==> src/rtl/gw_loader_pkg.sv <==
// Shared address map, header layout and FSM encoding for the ROM loader and uploader.
package gw_loader_pkg;

    // Region start addresses, in 16-bit word units.
    localparam logic [24:0] IMAGE_START_ADDR = 25'h0000080;
    localparam logic [24:0] MASK_CONFIG_ADDR = 25'h017BB80;
    localparam logic [24:0] ROM_DATA_ADDR    = 25'h0187250;

    localparam logic [7:0] HEADER_VERSION = 8'h01;

    localparam logic [7:0] HDR_MPU           = 8'd1;
    localparam logic [7:0] HDR_SCREEN_CONFIG = 8'd2;
    localparam logic [7:0] HDR_SCREEN_SIZE   = 8'd3;
    localparam logic [7:0] HDR_INPUT_MAP     = 8'd8;
    localparam logic [7:0] HDR_INPUT_B       = 8'd40;
    localparam logic [7:0] HDR_INPUT_BA      = 8'd41;
    localparam logic [7:0] HDR_INPUT_ACL     = 8'd42;

    typedef enum logic [2:0] {
        ST_IDLE,
        ST_HDR,
        ST_RD_LO,
        ST_WAIT_LO,
        ST_RD_HI,
        ST_WAIT_HI,
        ST_DONE
    } ld_state_t;

    typedef struct packed {
        logic rom;
        logic mask;
        logic image;
    } region_t;

endpackage

==> src/rtl/upload_header_mux.sv <==
// Rebuilds one byte of the loader header image from the live configuration registers.
module upload_header_mux
    import gw_loader_pkg::*;
(
    input  logic [7:0]   byte_idx_i,
    input  logic [7:0]   mpu_i,
    input  logic [7:0]   screen_config_i,
    input  logic [11:0]  screen_width_i,
    input  logic [11:0]  screen_height_i,
    input  logic [255:0] input_map_i,
    input  logic [7:0]   input_b_i,
    input  logic [7:0]   input_ba_i,
    input  logic [7:0]   input_acl_i,
    output logic [7:0]   byte_o
);

    logic [7:0] map_rel;

    always_comb begin
        map_rel = byte_idx_i - HDR_INPUT_MAP;
        byte_o  = 8'h00;
        // Input map: eight 32-bit words stored little-endian starting at byte 8.
        if (byte_idx_i >= HDR_INPUT_MAP && byte_idx_i < HDR_INPUT_B) begin
            byte_o = input_map_i[{map_rel[4:0], 3'b000} +: 8];
        end else begin
            case (byte_idx_i)
                8'd0:                   byte_o = HEADER_VERSION;
                HDR_MPU:                byte_o = mpu_i;
                HDR_SCREEN_CONFIG:      byte_o = screen_config_i;
                HDR_SCREEN_SIZE:        byte_o = screen_width_i[7:0];
                HDR_SCREEN_SIZE + 8'd1: byte_o = {screen_height_i[3:0], screen_width_i[11:8]};
                HDR_SCREEN_SIZE + 8'd2: byte_o = screen_height_i[11:4];
                HDR_INPUT_B:            byte_o = input_b_i;
                HDR_INPUT_BA:           byte_o = input_ba_i;
                HDR_INPUT_ACL:          byte_o = input_acl_i;
                default:                byte_o = 8'h00;
            endcase
        end
    end

endmodule

==> src/rtl/rom_uploader.sv <==
// Answers host ioctl upload word reads: header words from config, other regions via two byte reads.
module rom_uploader
    import gw_loader_pkg::*;
#(
    parameter int READ_LATENCY = 2
) (
    input  logic        clk,
    input  logic        reset,
    input  logic        ioctl_upload,
    input  logic        ioctl_rd,
    input  logic [24:0] ioctl_addr,
    output logic [15:0] ioctl_din,
    output logic        ioctl_wait,
    input  logic [7:0]  mpu,
    input  logic [7:0]  screen_config,
    input  logic [11:0] screen_width,
    input  logic [11:0] screen_height,
    input  logic [31:0] input_s0_config,
    input  logic [31:0] input_s1_config,
    input  logic [31:0] input_s2_config,
    input  logic [31:0] input_s3_config,
    input  logic [31:0] input_s4_config,
    input  logic [31:0] input_s5_config,
    input  logic [31:0] input_s6_config,
    input  logic [31:0] input_s7_config,
    input  logic [7:0]  input_b_config,
    input  logic [7:0]  input_ba_config,
    input  logic [7:0]  input_acl_config,
    output logic        rd_8bit,
    output logic [25:0] addr_8bit,
    input  logic [7:0]  data_8bit,
    output logic        image_upload,
    output logic        mask_config_upload,
    output logic        rom_upload
);

    // Wait-state counts: low byte captured on the last WAIT_LO cycle, high byte in DONE.
    localparam logic [2:0] LO_WAIT = 3'(READ_LATENCY - 1);
    localparam logic [2:0] HI_WAIT = (READ_LATENCY > 1) ? 3'(READ_LATENCY - 2) : 3'd0;

    ld_state_t   state_q, state_d;
    logic [15:0] din_q, din_d;
    logic [7:0]  lo_q, lo_d;
    logic [25:0] addr_q, addr_d;
    logic [2:0]  cnt_q, cnt_d;
    region_t     region_q, region_d;

    logic [255:0] input_map;
    logic [7:0]   hdr_byte [2];
    region_t      region_sel;
    logic [24:0]  base;

    assign input_map = {input_s7_config, input_s6_config, input_s5_config, input_s4_config,
                        input_s3_config, input_s2_config, input_s1_config, input_s0_config};

    for (genvar gi = 0; gi < 2; gi++) begin : g_hdr
        upload_header_mux u_mux (
            .byte_idx_i      ({ioctl_addr[6:0], 1'(gi)}),
            .mpu_i           (mpu),
            .screen_config_i (screen_config),
            .screen_width_i  (screen_width),
            .screen_height_i (screen_height),
            .input_map_i     (input_map),
            .input_b_i       (input_b_config),
            .input_ba_i      (input_ba_config),
            .input_acl_i     (input_acl_config),
            .byte_o          (hdr_byte[gi])
        );
    end

    always_comb begin
        region_sel = '0;
        if (ioctl_addr >= ROM_DATA_ADDR) begin
            region_sel.rom = 1'b1;
            base           = ioctl_addr - ROM_DATA_ADDR;
        end else if (ioctl_addr >= MASK_CONFIG_ADDR) begin
            region_sel.mask = 1'b1;
            base            = ioctl_addr - MASK_CONFIG_ADDR;
        end else begin
            region_sel.image = 1'b1;
            base             = ioctl_addr - IMAGE_START_ADDR;
        end
    end

    always_comb begin
        state_d  = state_q;
        din_d    = din_q;
        lo_d     = lo_q;
        addr_d   = addr_q;
        cnt_d    = cnt_q;
        region_d = region_q;
        if (!ioctl_upload && state_q != ST_IDLE) begin
            // Host abandoned the session: drop any byte in flight, keep the last word.
            state_d  = ST_IDLE;
            region_d = '0;
        end else begin
            case (state_q)
                ST_IDLE: begin
                    if (ioctl_rd && ioctl_upload) begin
                        if (ioctl_addr < IMAGE_START_ADDR) begin
                            din_d   = {hdr_byte[1], hdr_byte[0]};
                            state_d = ST_HDR;
                        end else begin
                            addr_d   = {base, 1'b0};
                            region_d = region_sel;
                            state_d  = ST_RD_LO;
                        end
                    end
                end
                ST_HDR: state_d = ST_IDLE;
                ST_RD_LO: begin
                    cnt_d   = LO_WAIT;
                    state_d = ST_WAIT_LO;
                end
                ST_WAIT_LO: begin
                    if (cnt_q == 3'd0) begin
                        lo_d      = data_8bit;
                        addr_d[0] = 1'b1;
                        state_d   = ST_RD_HI;
                    end else begin
                        cnt_d = cnt_q - 3'd1;
                    end
                end
                ST_RD_HI: begin
                    if (READ_LATENCY == 1) begin
                        state_d = ST_DONE;
                    end else begin
                        cnt_d   = HI_WAIT;
                        state_d = ST_WAIT_HI;
                    end
                end
                ST_WAIT_HI: begin
                    if (cnt_q == 3'd0) state_d = ST_DONE;
                    else               cnt_d   = cnt_q - 3'd1;
                end
                ST_DONE: begin
                    din_d    = {data_8bit, lo_q};
                    region_d = '0;
                    state_d  = ST_IDLE;
                end
                default: state_d = ST_IDLE;
            endcase
        end
    end

    always_ff @(posedge clk) begin
        if (reset) begin
            state_q  <= ST_IDLE;
            din_q    <= 16'h0000;
            lo_q     <= 8'h00;
            addr_q   <= 26'd0;
            cnt_q    <= 3'd0;
            region_q <= '0;
        end else begin
            state_q  <= state_d;
            din_q    <= din_d;
            lo_q     <= lo_d;
            addr_q   <= addr_d;
            cnt_q    <= cnt_d;
            region_q <= region_d;
        end
    end

    assign ioctl_din          = din_q;
    assign addr_8bit          = addr_q;
    assign ioctl_wait         = (state_q != ST_IDLE) && (state_q != ST_HDR);
    assign rd_8bit            = (state_q == ST_RD_LO) || (state_q == ST_RD_HI);
    assign image_upload       = region_q.image;
    assign mask_config_upload = region_q.mask;
    assign rom_upload         = region_q.rom;

endmodule

==> config.mk <==
export PLATFORM = sky130hd
export DESIGN_NAME = rom_uploader
export DESIGN_NICKNAME = d
export VERILOG_FILES = /design/src/rtl/gw_loader_pkg.sv /design/src/rtl/upload_header_mux.sv /design/src/rtl/rom_uploader.sv
export SDC_FILE = /design/constraint.sdc
export NUM_CORES = 1
export LEC_CHECK = 0
export ABC_AREA = 1
export ABC_CLOCK_PERIOD_IN_PS = 2550
export BUFFER_PORTS_ARGS = -buffer_cell sky130_fd_sc_hd__buf_2
export CAP_MARGIN = 20
export CORE_AREA = 2 2 158 160
export CTS_BUF_LIST = sky130_fd_sc_hd__clkbuf_8
export CTS_CLUSTER_SIZE = 8
export DETAILED_ROUTE_END_ITERATION = 8
export DIE_AREA = 0 0 160 162
export GPL_ROUTABILITY_DRIVEN = 1
export PLACE_DENSITY_LB_ADDON = 0.1
export SLEW_MARGIN = 20
export SYNTH_ARGS = -nofsm -noshare
export SYNTH_HDL_FRONTEND = slang
export SYNTH_SLANG_ARGS = --single-unit
==> constraint.sdc <==
create_clock -name clk -period 2.55 [get_ports clk]
set_clock_uncertainty 0.05 [all_clocks]
set_input_delay 0.51 -clock clk [delete_from_list [all_inputs] [get_ports clk]]
set_output_delay 0.51 -clock clk [all_outputs]
set_load 0.005 [all_outputs]
==> impl_metrics.json, run 1 <==
{
  "status": "finished, final reports clean",
  "maxSlewViolCount": 0,
  "clkTransAtPathRegs_ns": 0.07,
  "vias_per_cell": 5.06,
  "cts_tree": "built",
  "hold_path.class": "input port to register",
  "grt_pass1_wl_um": 60900,
  "setup_viol": 0,
  "crit_family": "simple AND/OR/NAND/NOR gates",
  "synth-seq-area-share_pct": 14.7,
  "path_cells": "buf_2 > inv_1 > ha_1 > inv_1 > nand4_1 > nand3_1 > nand2_1 > nand2_1 > nand2_1 > nand2_1 > a21oi_1",
  "wl_um": 40300,
  "critPathMostFrequentCell": "nand2_1",
  "cpPeakStageDelay_ns": 0.46,
  "slowest_stage": "inv_1",
  "fp.dieW_um": 160,
  "max_cap_viol_count": 0,
  "min_period_ns": 2.13,
  "num_vias": 11400,
  "io_buffers": 403,
  "die-area_sq_um": 25900,
  "finalSetupTns_ns": 0,
  "critPathCaptureType": "register",
  "leakagePower_nw": 5.91,
  "fmax_mhz": 469,
  "synthFlopType": "dfxtp_1",
  "met1_length_um": 16300,
  "tightest_slew_ns": 0.605,
  "cts_buffer_depth": 2,
  "dp_hpwl_um": 33100,
  "grt_max_degree": 70,
  "criticalPathCategory": "input port to register",
  "highest_layer": "met5",
  "io_pins": 404,
  "nNetsFinal": 2284,
  "gr-usage-all-layers_pct": 29.9,
  "final_layout_size_suffix_gt1_share_pct": 28.5,
  "area_delta_synth_final_pct": 34.0,
  "ys_warn_count": 0,
  "finalCritPeriodShare_pct": 83.6,
  "syn_inst": 1531,
  "cts_num_sinks": 59,
  "cts_max_level": 3,
  "hold_viol_final": 0,
  "peakVddDrop_mv": 0.308,
  "syn-cell-area_sq_um": 8010,
  "initial_core_util_pct": 33.2,
  "synth_edf_count": 0,
  "slew_headroom_pct": 59.6,
  "cp_max_fo": 16,
  "antenna_left": 0,
  "synth.largest_area_cell": "nand2_1",
  "dieHeight_um": 162,
  "crit_required_ns": 2.73,
  "cts.hold.buffers_added": 0,
  "synth_seq_cells": 59,
  "critPathLaunchType": "input port",
  "dr.pass1.iters": 7,
  "route.met2.wl_um": 20400,
  "routedWlPerCell_um": 17.9,
  "final_common_cell": "nand2_1",
  "route.met3.wl_um": 2380,
  "clk_latency_ns": 0.35,
  "finalHoldWorstSlack_ns": 0.390,
  "synth_top_area_share_pct": 28.1,
  "core_sq_um": 24100,
  "final_cell_mix": "nand2_1, buf_2, nand3_1",
  "rsz0062_at_grt": "false",
  "syn_area_per_cell_sq_um": 5.23,
  "grt_pass1_vias": 10900,
  "power_density_nw_per_um2": 312,
  "gp_congestion": 0.995,
  "cts_resized": 0,
  "crit_buf_inv": 3,
  "grt-ovfl-total": 0,
  "synth_nets": 1898,
  "synth.area.top_cells": "nand2_1, dfxtp_1, nand3_1",
  "drc": 0,
  "cts-root-buf": "clkbuf_8",
  "cp.arrival_ns": 2.31,
  "std_cell_rows": 57,
  "async_flop_share_pct": 0,
  "post-cts-setup-buffers": 0,
  "drt_iter0_markers": 947,
  "numCtsBuffers": 9,
  "antenna_found_initial": 5,
  "synth.distinct_cells": 38
}
==> per-stage QoR <==
stage	cell area [sq um]	power, mW	utilization (%)	std cells	worst slack (ns)
after floorplan	8010	1.81	-	1531	0.303
after global placement	10500	2.47	43.6	2230	0.103
after detailed placement	10500	2.47	43.6	2230	0.0698
after CTS	10700	3.36	44.5	2246	0.453
after global routing	10700	3.57	44.5	2249	0.310
final	10700	3.34	44.5	2249	0.419
==> worst min-delay path: stages <==
cell     delay (ns)
buf_2          0.09
o21ai_0        0.08
nor2_1         0.08
==> worst paths after layout <==
kind / end / from / depth (start not counted) / slack, ns
setup / recovery: ioctl_din[7]$_SDFFE_PP0P_ / ioctl_addr[2] / 11 / 0.42
hold / removal: lo_q[2]$_SDFFE_PP0P_ / data_8bit[2] / 3 / 0.39
hold reg to reg: addr_8bit[0]$_SDFFE_PP0P_ / addr_8bit[0]$_SDFFE_PP0P_ / 2 / 0.42
setup reg to reg: lo_q[3]$_SDFFE_PP0P_ / state_q[0]$_SDFFE_PP0P_ / 8 / 0.74
==> final cells by class <==
type / instances / area, sq um
clock inverter: 6 / 65.1
fill: 2785 / 13400
antenna: 3 / 7.51
inverter: 114 / 430
sequential: 59 / 1180
multi-input combinational: 1269 / 5910
tap: 324 / 405
clock buffer: 10 / 138
timing repair buffer: 464 / 2590
==> per-layer routing <==
metal	vias up	global-route usage (%)
met1	5210	35.2
met3	58	4.32
met5	-	0
li1	5691	-
met2	426	55.8
met4	2	9.71
==> Yosys cell counts, types with 4 or more instances <==
master	number
buf_4	13
nor3_1	7
inv_2	11
nand2_2	6
o21a_1	18
nand3_4	4
nand2_1	599
a21oi_1	56
buf_2	35
buf_1	8
nand3_1	209
nand3_2	4
o21ai_1	4
o21ai_0	44
ha_1	10
nor2_1	173
clkbuf_1	25
buf_6	8
xor2_1	24
nor2_2	24
inv_1	100
dfxtp_1	59
nand4_1	61
nor2_4	10
==> where the power goes <==
group | leakage (nW) | switching [mW] | total, mW | internal, mW
Combinational | 5.34 | 0.879 | 1.46 | 0.579
Sequential | 0.480 | 0.0275 | 0.998 | 0.970
Clock | 0.0905 | 0.412 | 0.887 | 0.475
==> kinds of logic after synthesis <==
kind of cell / count (synthesis) / share of synthesized area [%]
AOI/OAI and AO/OA: 133 / 9.30
xor gates and xnor gates: 24 / 2.62
adders and majority gates: 10 / 1.56
buffers and inverters: 203 / 11.5
DFF: 59 / 14.7
and+or+nand+nor: 1102 / 60.3
==> state kept, by name, summed over array words and instances (netlist names) <==
| register | flops |
|---|---|
| addr_8bit | 26 |
| cnt_q | 3 |
| image_upload | 1 |
| ioctl_din | 16 |
| lo_q | 8 |
| mask_config_upload | 1 |
| rom_upload | 1 |
| state_q | 3 |
Power figures use the tool's default switching activity.
==> run 2, diff against run 1 <==
--- a/config.mk
+++ b/config.mk
@@ -6,7 +6,7 @@
 export NUM_CORES = 1
 export LEC_CHECK = 0
 export ABC_AREA = 1
-export ABC_CLOCK_PERIOD_IN_PS = 2550
+export ABC_CLOCK_PERIOD_IN_PS = 2200
 export BUFFER_PORTS_ARGS = -buffer_cell sky130_fd_sc_hd__buf_2
 export CAP_MARGIN = 20
 export CORE_AREA = 2 2 158 160
==> constraint.sdc (replaced) <==
create_clock -name clk -period 2.2 [get_ports clk]
set_clock_uncertainty 0.05 [all_clocks]
set_input_delay 0.44 -clock clk [delete_from_list [all_inputs] [get_ports clk]]
set_output_delay 0.44 -clock clk [all_outputs]
set_load 0.005 [all_outputs]
==> run 2 against run 1 <==
Compared with the run above:
- clock-buffer cell count unchanged
- sequential power grew 16%
- register-to-register slack got worse by 0.36 ns
- global-route usage up 0.67 points
- sequential cell count did not move
- first-iteration DRC count rose by 6.9%
- critical path depth is 1 higher
- critical path type unchanged
- cell count rose by 2.6%
- worst hold slack got worse by 0.071 ns
- setup slack worse by 0.15 ns
==> impl_metrics.json, run 2 (synthesized netlist as in run 1, its figures left out) <==
{
  "status": "finished, final reports clean",
  "antenna_found_initial": 7,
  "antenna_left": 0,
  "routedWlPerCell_um": 17.7,
  "power_density_nw_per_um2": 361,
  "core_sq_um": 24100,
  "die-area_sq_um": 25900,
  "grt_pass1_vias": 11200,
  "max_cap_viol_count": 0,
  "leakagePower_nw": 6.23,
  "final_cell_mix": "nand2_1, buf_2, nand3_1",
  "place_inst": 2287,
  "post-cts-setup-buffers": 0,
  "grt-ovfl-total": 0,
  "slew_headroom_pct": 69.3,
  "cts_max_level": 3,
  "num_vias": 11500,
  "pre_cts_ws_ns": -0.0600,
  "gr-usage-all-layers_pct": 30.6,
  "cts_num_sinks": 59,
  "fp.dieW_um": 160,
  "gp_congestion": 0.991,
  "cts.hold.buffers_added": 0,
  "fmax_mhz": 518,
  "io_pins": 404,
  "finalSetupTns_ns": 0,
  "final_layout_size_suffix_gt1_share_pct": 30.5,
  "setup_viol": 0,
  "finalCritPeriodShare_pct": 87.8,
  "hold_path.class": "input port to register",
  "wl_um": 40800,
  "met1_length_um": 16700,
  "critPathCaptureType": "register",
  "nNetsFinal": 2341,
  "cts_tree": "built",
  "io_buffers": 403,
  "route.met3.wl_um": 2630,
  "cp.arrival_ns": 2.11,
  "stdcell_area_sq_um": 11300,
  "dieHeight_um": 162,
  "cts-root-buf": "clkbuf_8",
  "clk_latency_ns": 0.35,
  "cp_max_fo": 15,
  "peakVddDrop_mv": 0.384,
  "highest_layer": "met5",
  "cpPeakStageDelay_ns": 0.40,
  "std_cell_rows": 57,
  "largest_register_ffs": 26,
  "final_common_cell": "nand2_1",
  "worst_slack_ns": 0.269,
  "slowest_stage": "o21ai_0",
  "dr.pass1.iters": 6,
  "drc": 0,
  "dp_hpwl_um": 34000,
  "grt_max_degree": 45,
  "crit_required_ns": 2.38,
  "final_cells": 2308,
  "path_cells": "buf_4 > inv_4 > buf_4 > o21ai_0 > buf_4 > nand3_1 > nand2_1 > nand2_1 > nand3_1 > nand2_1 > nand2_1 > a21oi_1",
  "grt_pass1_wl_um": 62200,
  "critPathMostFrequentCell": "nand2_1",
  "route.met2.wl_um": 20000,
  "criticalPathCategory": "input port to register",
  "place_area_sq_um": 11000,
  "crit_family": "buffers and inverters",
  "crit_buf_inv": 4,
  "numCtsBuffers": 9,
  "cts_buffer_depth": 2,
  "fin_util_pct": 46.7,
  "min_period_ns": 1.93,
  "rsz0062_at_grt": "false",
  "critPathLaunchType": "input port",
  "area_delta_synth_final_pct": 40.6,
  "maxSlewViolCount": 0,
  "drt_iter0_markers": 1012,
  "hold_viol_final": 0,
  "vias_per_cell": 5.00,
  "cts_resized": 0,
  "clkTransAtPathRegs_ns": 0.07,
  "tightest_slew_ns": 0.458,
  "initial_core_util_pct": 33.2
}
## run 2: path summary, 6_finish.rpt
kind,start,end,cells past startpoint,slack (ns)
max,ioctl_addr[0],ioctl_din[13]$_SDFFE_PP0P_,12,0.27
min,data_8bit[4],lo_q[4]$_SDFFE_PP0P_,3,0.32
max reg2reg,state_q[0]$_SDFFE_PP0P_,lo_q[1]$_SDFFE_PP0P_,8,0.38
min reg2reg,ioctl_din[5]$_SDFFE_PP0P_,ioctl_din[5]$_SDFFE_PP0P_,2,0.42
## run 2: metrics by stage
stage,total power [mW],hold slack (ns)
final,4.06,0.318
after global routing,4.33,0.331
after CTS,4.08,0.313
after detailed placement,2.95,0.405
after global placement,2.95,0.403
after floorplan,2.09,0.406
## run 2: power by group
group	leakage (nW)	switching, mW	internal [mW]
Combinational	5.64	1.04	0.742
Clock	0.109	0.456	0.667
Sequential	0.480	0.0352	1.12
Total	6.23	1.53	2.53
## run 2: per-layer routing
layer,up-vias,global-route usage [%]
met5,-,0
met3,79,6.13
met1,5207,36.5
met2,437,54.4
met4,4,11.4
li1,5810,-
## run 2: final cells by class
type,instances,area [sq um]
inverters,114,430
repair buffers,521,3100
well taps,324,405
clock buffers,10,138
multi-input cells,1269,5910
flip-flops and latches,59,1180
diodes,5,12.5
fillers,2834,12800
clock inverters,6,88.8
## run 2: worst reg2reg max path: stages (launching register included)
cell,delay [ns]
dfxtp_1,0.50
nor2_2,0.08
nand2_2,0.09
inv_2,0.07
or2_1,0.25
nand2_1,0.25
inv_1,0.22
nor2_1,0.15
nor2_1,0.06
